$ cat src/rtl/btn_conditioner.sv
// btn_conditioner: synchronizes, debounces and edge-detects N active-low push-buttons, plus hold-to-repeat.
// Define BTN_CONDITIONER_AUTO_REPEAT_EN to build the repeat FSM; otherwise rpt is a copy of press.
module btn_conditioner #(
    parameter int N               = 4,
    parameter int DEBOUNCE_CYCLES = 500000,
    parameter int REPEAT_DELAY    = 25000000,
    parameter int REPEAT_PERIOD   = 5000000
) (
    input  logic         clk,
    input  logic         reset,
    input  logic [N-1:0] btn_n,
    output logic [N-1:0] level,
    output logic [N-1:0] press,
    output logic [N-1:0] release_pulse,
    output logic [N-1:0] rpt
);

    localparam int DB_W = $clog2(DEBOUNCE_CYCLES + 1);
    localparam logic [DB_W-1:0] DB_LAST = DB_W'(DEBOUNCE_CYCLES - 1);

    logic [N-1:0]    sync_p0;
    logic [N-1:0]    sync_p1;
    logic [N-1:0]    pushed;
    logic [N-1:0]    toggle;
    logic [N-1:0]    rise;
    logic [N-1:0]    fall;
    logic [DB_W-1:0] db_cnt [N];

    if (DEBOUNCE_CYCLES < 1 || REPEAT_DELAY < 1 || REPEAT_PERIOD < 1) begin : g_param_check
        $error("btn_conditioner: DEBOUNCE_CYCLES, REPEAT_DELAY and REPEAT_PERIOD must be >= 1");
    end

    // Stage p0/p1: two-flop synchronizer, idling at the released pin level
    always_ff @(posedge clk) begin
        if (reset) begin
            sync_p0 <= '1;
            sync_p1 <= '1;
        end else begin
            sync_p0 <= btn_n;
            sync_p1 <= sync_p0;
        end
    end

    assign pushed = ~sync_p1;

    always_comb begin
        toggle = '0;
        for (int i = 0; i < N; i++) begin
            toggle[i] = (pushed[i] != level[i]) && (db_cnt[i] == DB_LAST);
        end
    end

    assign rise = toggle & ~level;
    assign fall = toggle & level;

    // Stage p2: debounce counters; level and its edge pulses change on the same edge
    always_ff @(posedge clk) begin
        if (reset) begin
            level         <= '0;
            press         <= '0;
            release_pulse <= '0;
            for (int i = 0; i < N; i++) db_cnt[i] <= '0;
        end else begin
            level         <= level ^ toggle;
            press         <= rise;
            release_pulse <= fall;
            for (int i = 0; i < N; i++) begin
                if ((pushed[i] == level[i]) || toggle[i]) db_cnt[i] <= '0;
                else                                      db_cnt[i] <= db_cnt[i] + 1'b1;
            end
        end
    end

`ifdef BTN_CONDITIONER_AUTO_REPEAT_EN
    localparam int RPT_MAX = (REPEAT_DELAY > REPEAT_PERIOD) ? REPEAT_DELAY : REPEAT_PERIOD;
    localparam int RPT_W   = $clog2(RPT_MAX + 1);
    localparam logic [RPT_W-1:0] DELAY_LAST  = RPT_W'(REPEAT_DELAY - 1);
    localparam logic [RPT_W-1:0] PERIOD_LAST = RPT_W'(REPEAT_PERIOD - 1);

    typedef enum logic [1:0] {IDLE, DELAY, REPEAT} rpt_state_t;

    rpt_state_t       state      [N];
    rpt_state_t       state_next [N];
    logic [RPT_W-1:0] rpt_cnt    [N];
    logic [RPT_W-1:0] cnt_next   [N];
    logic [N-1:0]     rpt_set;

    // Stage p2: repeat FSM consumes the same-cycle rise/fall so rpt lines up with press
    always_ff @(posedge clk) begin
        if (reset) begin
            rpt <= '0;
            for (int i = 0; i < N; i++) begin
                state[i]   <= IDLE;
                rpt_cnt[i] <= '0;
            end
        end else begin
            rpt <= rpt_set;
            for (int i = 0; i < N; i++) begin
                state[i]   <= state_next[i];
                rpt_cnt[i] <= cnt_next[i];
            end
        end
    end

    always_comb begin
        for (int i = 0; i < N; i++) begin
            state_next[i] = state[i];
            if (fall[i]) begin
                state_next[i] = IDLE;
            end else begin
                case (state[i])
                    IDLE:    if (rise[i]) state_next[i] = DELAY;
                    DELAY:   if (rpt_cnt[i] == DELAY_LAST) state_next[i] = REPEAT;
                    REPEAT:  state_next[i] = REPEAT;
                    default: state_next[i] = IDLE;
                endcase
            end
        end
    end

    // A falling level suppresses any expiry on the same edge
    always_comb begin
        rpt_set = '0;
        for (int i = 0; i < N; i++) begin
            cnt_next[i] = '0;
            if (!fall[i]) begin
                case (state[i])
                    IDLE: rpt_set[i] = rise[i];
                    DELAY: begin
                        if (rpt_cnt[i] == DELAY_LAST) rpt_set[i]  = 1'b1;
                        else                          cnt_next[i] = rpt_cnt[i] + 1'b1;
                    end
                    REPEAT: begin
                        if (rpt_cnt[i] == PERIOD_LAST) rpt_set[i]  = 1'b1;
                        else                           cnt_next[i] = rpt_cnt[i] + 1'b1;
                    end
                    default: rpt_set[i] = 1'b0;
                endcase
            end
        end
    end
`else
    assign rpt = press;
`endif

endmodule

$ cat config.mk
export PLATFORM = sky130hd
export DESIGN_NAME = btn_conditioner
export DESIGN_NICKNAME = d
export VERILOG_FILES = /design/src/rtl/btn_conditioner.sv
export SDC_FILE = /design/constraint.sdc
export NUM_CORES = 1
export LEC_CHECK = 0
export BUFFER_PORTS_ARGS = -buffer_cell sky130_fd_sc_hd__buf_2
export CAP_MARGIN = 40
export CORE_ASPECT_RATIO = 0.6
export CORE_UTILIZATION = 60
export CTS_CLUSTER_SIZE = 8
export DETAILED_ROUTE_END_ITERATION = 10
export GPL_ROUTABILITY_DRIVEN = 0
export PLACE_DENSITY = 0.85
export SETUP_SLACK_MARGIN = 0.1
export SYNTH_ARGS = -nofsm -noshare
export SYNTH_HDL_FRONTEND = slang
export SYNTH_SLANG_ARGS = --single-unit
export TNS_END_PERCENT = 30
$ cat constraint.sdc
create_clock -name clk -period 3.35 [get_ports clk]
set_clock_uncertainty 0.2 [all_clocks]
set_input_delay 0.67 -clock clk [delete_from_list [all_inputs] [get_ports clk]]
set_output_delay 0.67 -clock clk [all_outputs]
set_load 0.005 [all_outputs]
==> impl_metrics.csv <==
group,metric,value,unit
status,status,"finished clean",
global_route,grt_pass1_wl,15400,um
setup_path,end_kind,"flop",
place,io_buffers,21,
timing,grt_setup_unrepaired,"no",
setup_path,reg2reg_depth,4,
flow_run,max_cap_viol_count,0,
place,hpwlAfterDp,6400,um
route,first_pass_iters,5,
route,dr.first_iter.drc_count,316,
route,wl,9230,um
timing,fmax,403,MHz
power,power.density,427,nW/um2
power,pwr-share-comb,4.0,%
floorplan,io_pins,22,
global_route,grt_pass1_vias,3409,
power,p_clk_share,39.1,%
route,routedWlPerCell,13.7,um
timing,finalSetupViolCount,0,
setup_path,start_kind,"flop",
power,internal_power,1.88,mW
power,p_sw,545,uW
timing,final_hold_viol_count,0,
setup_path,arrival,2.34,ns
finish,layout.nets,579,
setup_path,crit_required,3.20,ns
clock_network,clk_pin_slew,0.07,ns
floorplan,row_count,25,
synthesis,syn_area,5010,um2
timing,setup-tns-final,0,ns
timing,fin_crit,2.48,ns
global_route,grt_usage,22.6,%
clock_network,cts_buffers,9,
floorplan,start_util,62.8,%
floorplan,fp.dieW,120,um
synthesis,synth_top_area_share,45.5,%
synthesis,syn_area_per_cell,10.6,um2
finish,post-route-util,71.3,%
hold_path,min_path_cells,1,
timing,worst_pin_slew,0.811,ns
finish,fin_area,5690,um2
route,ant_nets,0,
setup_path,path_class,"reg -> reg",
power,power_frac_seq,56.9,%
global_route,grt_overflow_total,0,
finish,syn_to_final_growth,13.5,%
route,via_count,3670,
synthesis,ys_top_cells_by_area,"edfxtp_1 46%, dfxtp_1 8.0%, nor2_1 5.8%",
power,ir_drop,0.312,mV
floorplan,die-area,8740,um2
clock_network,htree_num_levels,3,
hold_path,hold_path.class,"reg -> reg",
timing,finalCritPeriodShare,74.1,%
global_route,grt_max_degree,25,
synthesis,synthCells,473,
place,placed_area,5420,um2
place,dp_slack,0.925,ns
floorplan,core_area,7980,um2
synthesis,synth-seq-cells,96,
route,drc,0,
clock_network,cts_setup_buffers,0,
clock_network,cts_sinks,96,
clock_network,clockRootBuffer,"clkbuf_16",
global_route,antenna_found_initial,0,
clock_network,postCtsHoldBufs,0,
clock_network,clockBufferDepth,2,
synthesis,yosysWarnings,0,
clock_network,clock_latency,0.34,ns
clock_network,tritoncts,"built",
finish,diodes,0,
synthesis,yosysTopAreaCell,"edfxtp_1",
floorplan,die_h,72.8,um
clock_network,cts_resized,0,
timing,max-slew-margin-rel,46.0,%
setup_path,crit_path_max_fanout,19,
finish,drive_above_1_share,9.89,%
synthesis,ys_seq_area_share,53.5,%
power,swShare,22.4,%
timing,finalWorstSetupSlack,0.868,ns
timing,slew_violations,0,
power,p_leak,1.98,nW
synthesis,netlist-cell-type-count,39,
timing,finalHoldWorstSlack,0.215,ns
route,avgViaCountPerCell,5.45,
cells in the mapped netlist:
cell      number
nor2b_1        8
a21oi_1       14
xnor2_1       32
buf_4          5
nor4_1        16
clkbuf_1       3
buf_6          1
nor4bb_1       1
o21ai_0        8
a31o_2         1
ha_1          12
or4_4          2
nand4_4        1
o31ai_4        3
or4_1          8
nand2b_1       1
clkbuf_2       3
nand3_1       32
and4_2         1
nand3b_1       1
dfxtp_1       20
o31ai_1        6
nor3_1         9
clkbuf_8       1
and4_1         4
inv_1         13
nor2_1        78
buf_2          6
or4b_1         1
edfxtp_1      76
nor4b_1        4
or2_2         13
nand4_1       24
and3_1         2
or3_1         10
nand2_1       25
xor2_1        26
conb_1         1
and2_1         1
through the flow:
stage | total power, mW | std cells
2_1_floorplan | 1.47 | 548
3_3_place_gp | 1.49 | 658
3_5_place_dp | 1.50 | 658
4_1_cts | 2.45 | 674
5_1_grt | 2.51 | 674
6_report | 2.43 | 674
layout by cell type, fill, tap and decap left out, types with 8 or more instances in the layout:
master,count
a21oi_1,14
buf_2,21
clkbuf_16,9
conb_1,76
dfxtp_1,20
edfxtp_1,76
ha_1,12
inv_1,13
nand2_1,25
nand3_1,32
nand4_1,24
nor2_1,78
nor2b_1,8
nor3_1,9
nor4_1,16
o21ai_0,8
or2_2,13
or3_1,10
or4_1,8
xnor2_1,32
xor2_1,26
area by class of cell:
type | count | area (um2)
Clock inverter | 6 | 35.0
Multi-Input combinational cell | 420 | 2440
Fill cell | 598 | 2290
Tap cell | 108 | 135
Sequential cell | 96 | 2680
Clock buffer | 10 | 239
Inverter | 13 | 48.8
Timing Repair Buffer | 21 | 105
per-layer routing:
metal	global-route usage, %	up-vias	routed length (um)
met5	0	-	0
met4	7.22	0	97
met3	7.03	15	538
met2	35.3	106	4280
met1	30.4	1739	4310
li1	-	1810	-
power by group through the flow:
stage / Combinational [mW] / Clock [mW] / Sequential [mW]
floorplan: 0.0854 / 0 / 1.39
global placement: 0.0891 / 0 / 1.40
detailed placement: 0.0917 / 0 / 1.41
CTS: 0.0933 / 0.972 / 1.38
global route: 0.110 / 1.01 / 1.39
finish: 0.0965 / 0.950 / 1.38
registers in the layout, summed over array words and instances (netlist names):
register / cells
db_cnt: 76
level: 4
press: 4
release_pulse: 4
sync_p0: 4
sync_p1: 4
critical path, stage by stage (launching register included):
cell	delay [ns]
edfxtp_1	0.49
nor4_1	0.36
nand3b_1	0.21
o31ai_4	0.77
nor2_1	0.16
path summary, 6_finish.rpt:
check                                   from            end  slack [ns]
worst max-delay path            db_cnt[2][6]  db_cnt[2][12]        0.87
worst min-delay path              sync_p0[0]     sync_p1[0]        0.21
worst max register to register  db_cnt[2][6]  db_cnt[2][12]        0.87
worst min register to register    sync_p0[0]     sync_p1[0]        0.21
kinds of logic (layout without fill, tap and decap cells):
group	after synthesis	in the layout	synth area share (%)
simple gates	242	242	25.4
fa+ha+maj	12	12	3.00
compound gates	32	32	4.54
other cells	1	76	0.0748
xor+xnor	58	58	10.1
buf+inv	32	50	3.34
flops	96	96	53.5
Power figures use the tool's default switching activity.
